`src/rtl/code_lock_pkg.sv`:
```
// ---------------------------------------------------------------------------
// code_lock_pkg
// Shared types and constants for the keypad code-lock controller:
//   lock_state_e : controller state, same encoding as the state output
//   tone_e       : buzzer tone selector
//   KEY_*        : keypad codes above the decimal digits
//   NIB_*        : display nibbles for blank / open / set-code fill
//   bcd2_dec     : decrement a two-digit BCD value (lockout countdown)
// ---------------------------------------------------------------------------
package code_lock_pkg;

    typedef enum logic [1:0] {
        ST_ENTRY   = 2'd0,
        ST_OPEN    = 2'd1,
        ST_SET_NEW = 2'd2,
        ST_LOCKOUT = 2'd3
    } lock_state_e;

    typedef enum logic [1:0] {
        TONE_KEY = 2'd0,
        TONE_OK  = 2'd1,
        TONE_ERR = 2'd2
    } tone_e;

    localparam logic [3:0] KEY_ENTER = 4'hA;
    localparam logic [3:0] KEY_BACK  = 4'hB;
    localparam logic [3:0] KEY_CLEAR = 4'hC;
    localparam logic [3:0] KEY_SET   = 4'hD;
    localparam logic [3:0] KEY_LOCK  = 4'hE;

    localparam logic [3:0] NIB_BLANK = 4'hF;
    localparam logic [3:0] NIB_OPEN  = 4'hA;
    localparam logic [3:0] NIB_SET   = 4'hD;

    // Two-digit BCD decrement; caller guarantees the value is non-zero.
    function automatic logic [7:0] bcd2_dec(input logic [7:0] v);
        logic [7:0] res;
        if (v[3:0] == 4'd0) begin
            res = {v[7:4] - 4'd1, 4'd9};
        end else begin
            res = {v[7:4], v[3:0] - 4'd1};
        end
        return res;
    endfunction

endpackage

```
`src/rtl/code_lock_ctrl_if.sv`:
```
// ---------------------------------------------------------------------------
// code_lock_ctrl_if
// Bundle between the keypad decoder / display+buzzer side and the lock core.
//   key_valid  : one-cycle strobe, key_code valid
//   key_code   : 0-9 digit, A enter, B back, C clear, D set, E lock, F none
//   disp       : nibble per digit, LSN rightmost, F blank
//   state      : 0 ENTRY, 1 OPEN, 2 SET_NEW, 3 LOCKOUT
//   tries_left : failures remaining before lockout
//   unlocked   : high in OPEN and SET_NEW
//   buzzer     : square-wave tone
// master = keypad/display side, slave = lock controller.
// ---------------------------------------------------------------------------
interface code_lock_ctrl_if #(
    parameter int DIGITS = 4
);
    logic                  key_valid;
    logic [3:0]            key_code;
    logic [4*DIGITS-1:0]   disp;
    logic [1:0]            state;
    logic [3:0]            tries_left;
    logic                  unlocked;
    logic                  buzzer;

    modport master (
        output key_valid, key_code,
        input  disp, state, tries_left, unlocked, buzzer
    );

    modport slave (
        input  key_valid, key_code,
        output disp, state, tries_left, unlocked, buzzer
    );
endinterface

```
`src/rtl/tone_gen.sv`:
```
// ---------------------------------------------------------------------------
// tone_gen
// Plays one tone per start strobe; a new strobe restarts the pattern.
// ERR tone is split into on / silent / on thirds of its length.
//   clk, rst_n : clock, asynchronous active-low reset
//   i_start    : one-cycle tone request
//   i_tone     : tone selected with i_start
//   o_buzzer   : registered square wave, 0 when idle
// ---------------------------------------------------------------------------
module tone_gen
    import code_lock_pkg::*;
#(
    parameter int HP_KEY  = 50_000,
    parameter int HP_OK   = 25_000,
    parameter int HP_ERR  = 100_000,
    parameter int LEN_KEY = 10_000_000,
    parameter int LEN_OK  = 30_000_000,
    parameter int LEN_ERR = 15_000_000
) (
    input  logic  clk,
    input  logic  rst_n,
    input  logic  i_start,
    input  tone_e i_tone,
    output logic  o_buzzer
);
    logic        r_active;
    tone_e       r_tone;
    logic [31:0] r_elapsed;
    logic [31:0] r_hp_cnt;
    logic        r_phase;
    logic        r_buzzer;

    logic [31:0] w_hp;
    logic [31:0] w_len;
    logic        w_gap;

    // Half-period and length of the tone in progress, plus ERR silent window
    always_comb begin
        w_hp  = 32'(HP_KEY);
        w_len = 32'(LEN_KEY);
        case (r_tone)
            TONE_KEY: begin
                w_hp  = 32'(HP_KEY);
                w_len = 32'(LEN_KEY);
            end
            TONE_OK: begin
                w_hp  = 32'(HP_OK);
                w_len = 32'(LEN_OK);
            end
            TONE_ERR: begin
                w_hp  = 32'(HP_ERR);
                w_len = 32'(LEN_ERR);
            end
            default: begin
                w_hp  = 32'(HP_KEY);
                w_len = 32'(LEN_KEY);
            end
        endcase
        if (r_tone == TONE_ERR) begin
            w_gap = (r_elapsed >= (w_len / 32'd3)) &&
                    (r_elapsed < ((w_len / 32'd3) * 32'd2));
        end else begin
            w_gap = 1'b0;
        end
    end

    // Tone sequencer: start strobe restarts, otherwise run to the end of length
    always_ff @(posedge clk or negedge rst_n) begin
        if (!rst_n) begin
            r_active  <= 1'b0;
            r_tone    <= TONE_KEY;
            r_elapsed <= 32'd0;
            r_hp_cnt  <= 32'd0;
            r_phase   <= 1'b0;
        end else if (i_start) begin
            r_active  <= 1'b1;
            r_tone    <= i_tone;
            r_elapsed <= 32'd0;
            r_hp_cnt  <= 32'd0;
            r_phase   <= 1'b1;
        end else if (r_active) begin
            if (r_elapsed == (w_len - 32'd1)) begin
                r_active <= 1'b0;
            end
            r_elapsed <= r_elapsed + 32'd1;
            if (r_hp_cnt == (w_hp - 32'd1)) begin
                r_hp_cnt <= 32'd0;
                r_phase  <= ~r_phase;
            end else begin
                r_hp_cnt <= r_hp_cnt + 32'd1;
            end
        end
    end

    // Registered buzzer pin
    always_ff @(posedge clk or negedge rst_n) begin
        if (!rst_n) begin
            r_buzzer <= 1'b0;
        end else begin
            r_buzzer <= r_active & r_phase & ~w_gap;
        end
    end

    assign o_buzzer = r_buzzer;

endmodule

```
`src/rtl/code_lock_ctrl.sv`:
```
// ---------------------------------------------------------------------------
// code_lock_ctrl
// Keypad code lock: collects DIGITS key presses, compares with the stored
// code, opens on match, locks out for LOCKOUT_S seconds after MAX_TRIES
// consecutive failures. The code may be re-programmed only while open.
//   clk, rst_n : clock, asynchronous active-low reset
//   lock_bus   : code_lock_ctrl_if.slave (keys in; disp, state,
//                tries_left, unlocked, buzzer out - all registered)
// Pipeline: keys are captured, act one cycle later, outputs follow a cycle after.
// ---------------------------------------------------------------------------
module code_lock_ctrl
    import code_lock_pkg::*;
#(
    parameter int                  DIGITS       = 4,
    parameter int                  MAX_TRIES    = 3,
    parameter int                  LOCKOUT_S    = 30,
    parameter int                  TICK_CYCLES  = 50_000_000,
    parameter logic [4*DIGITS-1:0] DEFAULT_CODE = 16'h0246,
    parameter int                  HP_KEY       = 50_000,
    parameter int                  HP_OK        = 25_000,
    parameter int                  HP_ERR       = 100_000,
    parameter int                  LEN_KEY      = TICK_CYCLES / 5,
    parameter int                  LEN_OK       = TICK_CYCLES * 3 / 5,
    parameter int                  LEN_ERR      = TICK_CYCLES * 3 / 10
) (
    input logic             clk,
    input logic             rst_n,
    code_lock_ctrl_if.slave lock_bus
);
    localparam logic [3:0] DIGITS_C = 4'(DIGITS);
    localparam logic [7:0] LOCK_BCD = {4'(LOCKOUT_S / 10), 4'(LOCKOUT_S % 10)};

    logic                r_key_vld;
    logic [3:0]          r_key;
    lock_state_e         r_state;
    logic [4*DIGITS-1:0] r_entry;
    logic [4*DIGITS-1:0] r_code;
    logic [3:0]          r_count;
    logic [3:0]          r_tries;
    logic [7:0]          r_secs;
    logic [31:0]         r_presc;
    logic                r_req_key;
    logic                r_req_ok;
    logic                r_req_err;

    logic [4*DIGITS-1:0] r_disp;
    logic [1:0]          r_state_o;
    logic [3:0]          r_tries_o;
    logic                r_unlocked;

    logic [3:0]          w_fill;
    logic [4*DIGITS-1:0] w_disp;
    logic                w_tone_start;
    tone_e               w_tone_id;

    // Unfilled entry positions show D while programming a new code
    assign w_fill = (r_state == ST_SET_NEW) ? NIB_SET : NIB_BLANK;

    // Main controller: key capture, entry buffer, code compare, lockout timer
    always_ff @(posedge clk or negedge rst_n) begin
        if (!rst_n) begin
            r_key_vld <= 1'b0;
            r_key     <= 4'h0;
            r_state   <= ST_ENTRY;
            r_entry   <= {DIGITS{NIB_BLANK}};
            r_code    <= DEFAULT_CODE;
            r_count   <= 4'd0;
            r_tries   <= 4'(MAX_TRIES);
            r_secs    <= 8'h00;
            r_presc   <= 32'd0;
            r_req_key <= 1'b0;
            r_req_ok  <= 1'b0;
            r_req_err <= 1'b0;
        end else begin
            // Keys arriving during lockout are dropped at capture
            r_key_vld <= lock_bus.key_valid && (r_state != ST_LOCKOUT);
            r_key     <= lock_bus.key_code;
            r_req_key <= 1'b0;
            r_req_ok  <= 1'b0;
            r_req_err <= 1'b0;
            case (r_state)
                ST_ENTRY, ST_SET_NEW: begin
                    if (r_key_vld) begin
                        if (r_key <= 4'd9) begin
                            if (r_count < DIGITS_C) begin
                                r_entry   <= {r_entry[4*DIGITS-5:0], r_key};
                                r_count   <= r_count + 4'd1;
                                r_req_key <= 1'b1;
                            end
                        end else begin
                            case (r_key)
                                KEY_BACK: begin
                                    if (r_count != 4'd0) begin
                                        r_entry   <= {w_fill, r_entry[4*DIGITS-1:4]};
                                        r_count   <= r_count - 4'd1;
                                        r_req_key <= 1'b1;
                                    end
                                end
                                KEY_CLEAR: begin
                                    r_entry   <= {DIGITS{w_fill}};
                                    r_count   <= 4'd0;
                                    r_req_key <= 1'b1;
                                end
                                KEY_ENTER: begin
                                    if (r_count == DIGITS_C) begin
                                        r_entry <= {DIGITS{NIB_BLANK}};
                                        r_count <= 4'd0;
                                        if (r_state == ST_SET_NEW) begin
                                            r_code   <= r_entry;
                                            r_req_ok <= 1'b1;
                                            r_state  <= ST_ENTRY;
                                        end else if (r_entry == r_code) begin
                                            r_state  <= ST_OPEN;
                                            r_tries  <= 4'(MAX_TRIES);
                                            r_req_ok <= 1'b1;
                                        end else begin
                                            r_req_err <= 1'b1;
                                            r_tries   <= r_tries - 4'd1;
                                            if (r_tries == 4'd1) begin
                                                r_state <= ST_LOCKOUT;
                                                r_secs  <= LOCK_BCD;
                                                r_presc <= 32'd0;
                                            end
                                        end
                                    end
                                end
                                KEY_LOCK: begin
                                    if (r_state == ST_SET_NEW) begin
                                        r_state <= ST_ENTRY;
                                        r_entry <= {DIGITS{NIB_BLANK}};
                                        r_count <= 4'd0;
                                    end
                                end
                                default: begin
                                end
                            endcase
                        end
                    end
                end
                ST_OPEN: begin
                    if (r_key_vld) begin
                        if (r_key == KEY_LOCK) begin
                            r_state <= ST_ENTRY;
                            r_entry <= {DIGITS{NIB_BLANK}};
                            r_count <= 4'd0;
                        end else if (r_key == KEY_SET) begin
                            r_state <= ST_SET_NEW;
                            r_entry <= {DIGITS{NIB_SET}};
                            r_count <= 4'd0;
                        end
                    end
                end
                ST_LOCKOUT: begin
                    // 00 is held for a full second before returning to ENTRY
                    if (r_presc == 32'(TICK_CYCLES - 1)) begin
                        r_presc <= 32'd0;
                        if (r_secs == 8'h00) begin
                            r_state <= ST_ENTRY;
                            r_tries <= 4'(MAX_TRIES);
                        end else begin
                            r_secs    <= bcd2_dec(r_secs);
                            r_req_key <= 1'b1;
                        end
                    end else begin
                        r_presc <= r_presc + 32'd1;
                    end
                end
                default: begin
                    r_state <= ST_ENTRY;
                end
            endcase
        end
    end

    // Display content for the current state
    always_comb begin
        w_disp = {DIGITS{NIB_BLANK}};
        case (r_state)
            ST_ENTRY, ST_SET_NEW: w_disp = r_entry;
            ST_OPEN:              w_disp = {DIGITS{NIB_OPEN}};
            ST_LOCKOUT:           w_disp[7:0] = r_secs;
            default:              w_disp = {DIGITS{NIB_BLANK}};
        endcase
    end

    // Tone request priority: ERR over OK over KEY
    always_comb begin
        w_tone_start = r_req_err | r_req_ok | r_req_key;
        if (r_req_err) begin
            w_tone_id = TONE_ERR;
        end else if (r_req_ok) begin
            w_tone_id = TONE_OK;
        end else begin
            w_tone_id = TONE_KEY;
        end
    end

    // Output register stage
    always_ff @(posedge clk or negedge rst_n) begin
        if (!rst_n) begin
            r_disp     <= {DIGITS{NIB_BLANK}};
            r_state_o  <= 2'd0;
            r_tries_o  <= 4'(MAX_TRIES);
            r_unlocked <= 1'b0;
        end else begin
            r_disp     <= w_disp;
            r_state_o  <= r_state;
            r_tries_o  <= r_tries;
            r_unlocked <= (r_state == ST_OPEN) || (r_state == ST_SET_NEW);
        end
    end

    tone_gen #(
        .HP_KEY  (HP_KEY),
        .HP_OK   (HP_OK),
        .HP_ERR  (HP_ERR),
        .LEN_KEY (LEN_KEY),
        .LEN_OK  (LEN_OK),
        .LEN_ERR (LEN_ERR)
    ) u_tone_gen (
        .clk      (clk),
        .rst_n    (rst_n),
        .i_start  (w_tone_start),
        .i_tone   (w_tone_id),
        .o_buzzer (lock_bus.buzzer)
    );

    assign lock_bus.disp       = r_disp;
    assign lock_bus.state      = r_state_o;
    assign lock_bus.tries_left = r_tries_o;
    assign lock_bus.unlocked   = r_unlocked;

endmodule

```
`src/flat_wrapper.sv`:
```
// flat-port wrapper written by rule: the top's interface ports become plain ports
module code_lock_ctrl_flat import code_lock_pkg::*;
#(
    parameter int                  DIGITS       = 4,
    parameter int                  MAX_TRIES    = 3,
    parameter int                  LOCKOUT_S    = 30,
    parameter int                  TICK_CYCLES  = 50_000_000,
    parameter logic [4*DIGITS-1:0] DEFAULT_CODE = 16'h0246,
    parameter int                  HP_KEY       = 50_000,
    parameter int                  HP_OK        = 25_000,
    parameter int                  HP_ERR       = 100_000,
    parameter int                  LEN_KEY      = TICK_CYCLES / 5,
    parameter int                  LEN_OK       = TICK_CYCLES * 3 / 5,
    parameter int                  LEN_ERR      = TICK_CYCLES * 3 / 10
)
  (clk, rst_n, lock_bus_key_valid, lock_bus_key_code, lock_bus_disp, lock_bus_state, lock_bus_tries_left, lock_bus_unlocked, lock_bus_buzzer);
  code_lock_ctrl_if #(.DIGITS(DIGITS)) lock_bus_i ();
  input logic clk;
  input logic rst_n;
  input wire logic [$bits(lock_bus_i.key_valid)-1:0] lock_bus_key_valid;
  input wire logic [$bits(lock_bus_i.key_code)-1:0] lock_bus_key_code;
  output wire logic [$bits(lock_bus_i.disp)-1:0] lock_bus_disp;
  output wire logic [$bits(lock_bus_i.state)-1:0] lock_bus_state;
  output wire logic [$bits(lock_bus_i.tries_left)-1:0] lock_bus_tries_left;
  output wire logic [$bits(lock_bus_i.unlocked)-1:0] lock_bus_unlocked;
  output wire logic [$bits(lock_bus_i.buzzer)-1:0] lock_bus_buzzer;
  assign lock_bus_i.key_valid = lock_bus_key_valid;
  assign lock_bus_i.key_code = lock_bus_key_code;
  assign lock_bus_disp = lock_bus_i.disp;
  assign lock_bus_state = lock_bus_i.state;
  assign lock_bus_tries_left = lock_bus_i.tries_left;
  assign lock_bus_unlocked = lock_bus_i.unlocked;
  assign lock_bus_buzzer = lock_bus_i.buzzer;
  code_lock_ctrl #(.DIGITS(DIGITS), .MAX_TRIES(MAX_TRIES), .LOCKOUT_S(LOCKOUT_S), .TICK_CYCLES(TICK_CYCLES), .DEFAULT_CODE(DEFAULT_CODE), .HP_KEY(HP_KEY), .HP_OK(HP_OK), .HP_ERR(HP_ERR), .LEN_KEY(LEN_KEY), .LEN_OK(LEN_OK), .LEN_ERR(LEN_ERR)) u_core (.clk(clk), .rst_n(rst_n), .lock_bus(lock_bus_i));
endmodule
```
`config.mk`:
```
export PLATFORM = sky130hd
export DESIGN_NAME = code_lock_ctrl_flat
export DESIGN_NICKNAME = d
export VERILOG_FILES = /design/src/rtl/code_lock_pkg.sv /design/src/rtl/code_lock_ctrl_if.sv /design/src/rtl/tone_gen.sv /design/src/rtl/code_lock_ctrl.sv /design/src/flat_wrapper.sv
export SDC_FILE = /design/constraint.sdc
export NUM_CORES = 1
export LEC_CHECK = 0
export CAP_MARGIN = 20
export CORE_UTILIZATION = 32
export CTS_CLUSTER_DIAMETER = 150
export DETAILED_ROUTE_END_ITERATION = 16
export PLACE_DENSITY = 0.48
export SLEW_MARGIN = 15
export SYNTH_ARGS = -nofsm -noshare
export SYNTH_HDL_FRONTEND = slang
export SYNTH_HIERARCHICAL = 1
export SYNTH_SLANG_ARGS = --single-unit
```
`constraint.sdc`:
```
create_clock -name clk -period 2.5 [get_ports clk]
set_input_delay 0.5 -clock clk [delete_from_list [all_inputs] [get_ports clk]]
set_output_delay 0.5 -clock clk [all_outputs]
set_load 0.01 [all_outputs]
```
After elaboration in Yosys (flattened, before gate mapping)
Index checks and enable logic that the tools add are counted.
Word-level totals
  bits in registers: 182
  input bits: 7
  output and inout bits: 24
  word-level logic and storage cells: 210
Operators by class
  add/subtract/negate cells: 10
  div/mod/pow operators: 1
  magnitude comparators: 4
  eq/ne operators: 39
  mux-type cells: 106
  bitwise operators: 7
  reductions and logical operators: 20
Operator list (count)
  32-bit 2-to-1 mux: 13
  16-bit 2-to-1 mux: 9
  32-bit by 1-bit adder with 32-bit output (second input constant): 3
  8-bit 2-to-1 mux: 10
  4-bit 2-to-1 mux: 17
  32-bit equality test: 2
  16-bit one-hot mux with 4 select lines: 1
  32-bit one-hot mux with 2 select lines: 1
  32-bit by 1-bit subtractor with 32-bit output (second input constant): 2
  25-bit one-hot mux with 2 select lines: 1
  17-bit one-hot mux with 2 select lines: 1
  32-bit by 2-bit divider with 32-bit output (second input constant): 1
  32-bit by 26-bit equality test with 1-bit output (second input constant): 1
  32-bit >= comparator: 1
  32-bit < comparator: 1
  16-bit one-hot mux with 2 select lines: 1
  8-bit one-hot mux with 2 select lines: 2
  1-bit 2-to-1 mux: 28
  2-bit 2-to-1 mux: 14
  8-bit one-hot mux with 3 select lines: 1
  4-bit equality test (second input constant): 5
  10-bit AND reduction: 2
  16-bit equality test: 1
  4-bit one-hot mux with 2 select lines: 2
  other kinds (36): 67

Depth between registers and ports, before layout
  depth after elaboration: 9
  gate-level depth with buffers: 13
  depth with buffers taken out: 13

Cells and area by module
The synthesis kept the hierarchy.
Modules (own cells, without submodules)
  code_lock_ctrl: times used 1, cells an instance 622, area an instance 6053.3 um2, seq. area each 2877.8 um2
  tone_gen: times used 1, cells an instance 516, area an instance 4803.4 um2, seq. area each 1726.7 um2

Least setup slack after synthesis
Ideal clock, no wire load.
  kind: flip-flop to flip-flop
  from: register u_core.r_state[0]
  to: register u_core.r_presc[28]
  library setup time: 0.125 ns
  arrival: 2.684 ns
  required time: 2.375 ns
  setup slack: -0.308 ns
  stages on the path, launching flop included: 12
  buffers on the path: 3
  clock period less this slack: 2.808 ns
  cells stage by stage: dfrtp_1 clkbuf_1 inv_1 ha_1 clkbuf_1 nor2_1 a31oi_1 or3_4 a2bb2oi_2 buf_2 nor3_1 mux2_2
Between the ends
  word-level cells in the longest chain between the ends: 4
  elaborated cells between the ends (all ways): 14
  those cells by class: eq/ne: 9; mux: 1; reduce/logical: 4
RTL lines
  start: declaration: line code_lock_ctrl.sv:35  | lock_state_e r_state;
  start signal: assignment: line code_lock_ctrl.sv:64  | r_state <= ST_ENTRY;
  start signal: assignment: line code_lock_ctrl.sv:111  | r_state <= ST_ENTRY;
  start signal: assignment: line code_lock_ctrl.sv:113  | r_state <= ST_OPEN;
  2-bit equality test / 2-bit zero test (equally long branches): line code_lock_ctrl.sv:81, code_lock_ctrl.sv:108
  2-bit OR reduction: line code_lock_ctrl.sv:81  | case (r_state)
  2-bit by 1-bit != test with 1-bit output (no source line) (tied with other cells)
  8-bit AND reduction (no source line)
  end signal: assignment: line code_lock_ctrl.sv:165  | r_presc <= r_presc + 32'd1;
  end: declaration: line code_lock_ctrl.sv:41  | logic [31:0] r_presc;
Several ways; a longest one is shown, not always the timed one.
A chain may end at the register's enable or synchronous reset.

Worst setup path in the final report
  from: register u_core.u_tone_gen.r_tone[1]
  to: register u_core.u_tone_gen.r_buzzer, in the netlist u_core/u_tone_gen/o_buzzer
Between the ends
  word-level cells in the longest chain between the ends: 8
  elaborated cells between the ends (all ways): 10
  those cells by class: div: 1; order compare: 2; eq/ne: 2; mux: 2; bitwise: 2; reduce/logical: 1
RTL lines
  start: declaration: line tone_gen.sv:27  | tone_e r_tone;
  start signal: assignment: line tone_gen.sv:77  | r_tone <= i_tone;
  2-bit equality test / 2-bit by 1-bit equality test with 1-bit output (equally long branches): line tone_gen.sv:41, tone_gen.sv:59
  25-bit one-hot mux with 2 select lines: line tone_gen.sv:41  | case (r_tone)
  32-bit by 2-bit divider with 32-bit output: line tone_gen.sv:60, tone_gen.sv:61
  32-bit >= comparator / 32-bit < comparator (equally long branches): line tone_gen.sv:60, tone_gen.sv:61
  1-bit logical AND: line tone_gen.sv:60  | w_gap = (r_elapsed >= (w_len / 32'd3)) &&
  1-bit 2-to-1 mux *: line tone_gen.sv:59  | if (r_tone == TONE_ERR) begin
  1-bit NOT *: line tone_gen.sv:100  | r_buzzer <= r_active & r_phase & ~w_gap;
  1-bit bitwise AND *: line tone_gen.sv:100
  end signal: assignment: line tone_gen.sv:100
  end: declaration: line tone_gen.sv:31  | logic r_buzzer;
Every way passes the cells marked *; elsewhere a longest branch is shown, timed or not.

==> results.cfg <==
[finish]
syn_to_final_growth_pct = 20.7
nets = 1319
antenna_cells = 0
nFillCells = 3336
drive_gt1_share_pct = 21.3
stdcell_count = 1706
layout_common_cells = dfrtp_1, nor2_1, nand2_1
final_area_sq_um = 13100
final_common_cell = dfrtp_1

[global_route]
grt_pass1_vias = 8677
antenna_found_initial = 0
grt_overflow_total = 0
grt_max_degree = 56
use_met2_pct = 26.9
grt_pass1_wl_mm = 45.2
use_met1_pct = 22.8
grtUsageMet3_pct = 2.92
grt_most_used_layer = met2
grt_usage_pct = 16.6

[timing]
rsz0062_at_grt = true
layout_min_cycle_time_ns = 2.50
fin_skew_ns = 0.0142
maxSlewHeadroom_pct = 68.7
slew_violations = 0
fin_setup_tns_ns = 0
tightest_slew_ns = 0.466
hold_ws_ns = 0.386
setup_ws_ns = 0.000982
hold_viol = 0
setup_viol_count_final = 0
period_share_pct = 100
clock.fmax_mhz = 400

[worst_setup_path]
cp.required_ns = 2.86
critical_path.max_fanout = 8
slowest_stage = dfrtp_1
arrival_ns = 2.86
path_class = reg2reg
critPathCaptureType = flip-flop
startpoint_type = flip-flop
max_stage_delay_ns = 0.43
worstPathCellList = ha_4 > buf_6 > clkinvlp_4 > ha_1 > nand2_1 > nor2_1 > nand4_1 > nor4_2 > a21oi_1 > a31oi_1

[power]
switchingPower_mw = 4.13
power.leakage_nw = 5.78
peakVddDrop_mv = 0.604
power_density_nw_per_um2 = 866
p_comb_share_pct = 38.9
seqPwrFrac_pct = 37.3
sw_frac_of_total_pct = 36.4
power.internal_mw = 7.21
power_frac_clock_pct = 23.8

[place]
pre_cts_slack_ns = -0.115
portBuffers = 30
gp_congestion = 0.843
place_inst = 1664
dp_hpwl_mm = 19.1
dpl_cell_area_sq_um = 12400

[synth]
ys_ff_latch = 182
avgSynthCellArea_sq_um = 9.54
synth_cell_types = 80
syn_area_sq_um = 10900
yosysWarnings = 6
yosysSeqAreaShare_pct = 42.4
async_reset_ff_share_pct = 100
synthCells = 1138
synth_flop_cell = dfrtp_1
synth_fp_nets = 1212
synth_edf_count = 0

[floorplanning]
die_area_sq_um = 34700
core_sq_um = 33400
start_util_pct = 32.5
die_w_um = 186
row_count = 67
pin_count = 31
die_h_um = 186

[clock_network]
path_clk_slew_ns = 0.07
numCtsBuffers = 17
cts_sinks = 182
cts_tree = done
cts_max_level = 4
insertion_delay_ns = 0.44
cts_buffer_depth = 2
clock-root-buffer = clkbuf_16

[min_path]
hold_path.class = reg2reg

[route]
vias = 8684
ant_nets = 0
dr.pass1.iters = 5
wire_per_inst_um = 15.6
wl_mm = 26.7
first_iter_violations = 448
via_per_inst = 5.09
drc = 0

[flow_run]
cap_violations = 0

[status]
status = completed
==> power groups by stage <==
stage               combinational, mW  clock (mW)  sequential [mW]
global route                     4.93        2.93             4.32
finish                           4.41        2.70             4.24
detailed placement               4.38           0             4.28
CTS                              4.41        2.82             4.24
global placement                 4.37           0             4.29
floorplan                        2.50           0             4.34
==> logic make-up (layout without fill, tap and decap cells) <==
logic type,after synthesis,after routing,share of synthesized area [%]
xor gates and xnor gates,75,75,6.05
muxes,22,22,2.19
buffers and inverters,86,206,3.57
AOI/OAI and AO/OA,242,242,14.9
and+or+nand+nor,463,463,23.1
DFF,182,182,42.4
adders and majority gates,68,68,7.83
==> stage by stage <==
step,power (mW),utilization [%]
6_report,11.3,39.2
5_1_grt,12.2,39.2
4_1_cts,11.5,38.9
3_5_place_dp,8.66,37.0
3_3_place_gp,8.65,37.0
2_1_floorplan,6.84,-
==> final timing paths <==
path	from	endpoint	slack, ns	depth (start not counted)
worst max-delay path	u_core/u_tone_gen/r_tone[1]	u_core/u_tone_gen/o_buzzer	0.001	10
worst min-delay path	u_core/r_tries[0]	u_core/lock_bus.tries_left[0]	0.39	0
worst max register to register	u_core/u_tone_gen/r_tone[1]	u_core/u_tone_gen/o_buzzer	0.001	10
worst min register to register	u_core/r_tries[0]	u_core/lock_bus.tries_left[0]	0.39	0
max in group asynchronous	rst_n	u_core/r_entry[8]	1.20	3
min in group asynchronous	rst_n	u_core/u_tone_gen/r_elapsed[26]	0.57	2
==> registers in the layout, summed over array words and instances, names as in the netlist, 2 cells and up <==
signal,cells
u_core/r_presc,32
u_core/r_key,4
u_core/u_tone_gen/r_elapsed,32
u_core/r_entry,16
u_core/u_tone_gen/r_tone,2
u_core/u_tone_gen/r_hp_cnt,32
u_core/lock_bus.state,2
u_core/r_secs,8
u_core/r_tries,4
u_core/r_count,4
u_core/lock_bus.tries_left,4
u_core/r_state,2
u_core/r_code,16
u_core/lock_bus.disp,16
==> Yosys cell counts (5+ instances only) <==
cell	instances	share of area, %
nor4_1	23	1.3
xnor2_1	23	1.9
or4_1	8	0.55
and3_1	21	1.2
o31ai_2	17	2.0
and2_1	7	0.40
mux2i_1	8	0.74
o21ai_1	29	1.3
and3b_1	6	0.48
o31ai_1	8	0.55
inv_1	34	1.2
nand2_1	105	3.6
a211oi_1	5	0.35
or3_1	8	0.46
nand4_1	36	2.1
dfstp_2	40	9.7
buf_2	13	0.60
nand3_1	48	2.2
nor2b_1	7	0.40
and4_1	9	0.73
xor2_1	52	4.2
nor2_1	114	3.9
mux2_2	13	1.3
dfrtp_1	142	33
a21o_1	9	0.62
buf_6	5	0.52
o22ai_1	11	0.63
nor3b_1	9	0.62
a21oi_1	45	2.1
clkbuf_1	30	1.0
o41ai_1	5	0.40
o21a_1	6	0.41
a31oi_1	18	1.0
nand2b_1	8	0.46
ha_1	67	7.7
nor3_1	20	0.92
o21ai_0	58	2.7
==> final cells by class <==
class	instances	area, sq um	area share (%)
Tap cell	448	561	4.28
Clock buffer	21	460	3.51
Clock inverter	11	114	0.869
Sequential cell	182	4600	35.1
Inverter	34	131	1.00
Timing Repair Buffer	140	1200	9.15
Multi-Input combinational cell	870	6030	46.0
==> routing by layer <==
metal / wire, um / part of all wire (%) / up-vias
met5: 0 / 0 / -
met4: 262 / 0.98 / 0
met3: 721 / 2.7 / 14
met2: 12400 / 47 / 101
met1: 13300 / 50 / 4216
li1: - / - / 4353
==> critical path: cells and delay by family, from the launching register on <==
family | cells | cell delay, ns
simple gates | 4 | 0.72
fa+ha+maj | 2 | 0.67
compound gates | 2 | 0.28
flops | 1 | 0.43
buf+inv | 2 | 0.32
==> timing repair <==
action / 4_1_cts / 5_1_grt
pin swaps: 3 / 9
gates resized for setup: 5 / 19
endpoints found under the setup margin: 1 / 32
endpoints found under the hold margin: 22 / 0
buffers inserted: 5 / 4
hold buffers: 1 / 0
(Power assumes the default switching activity.)
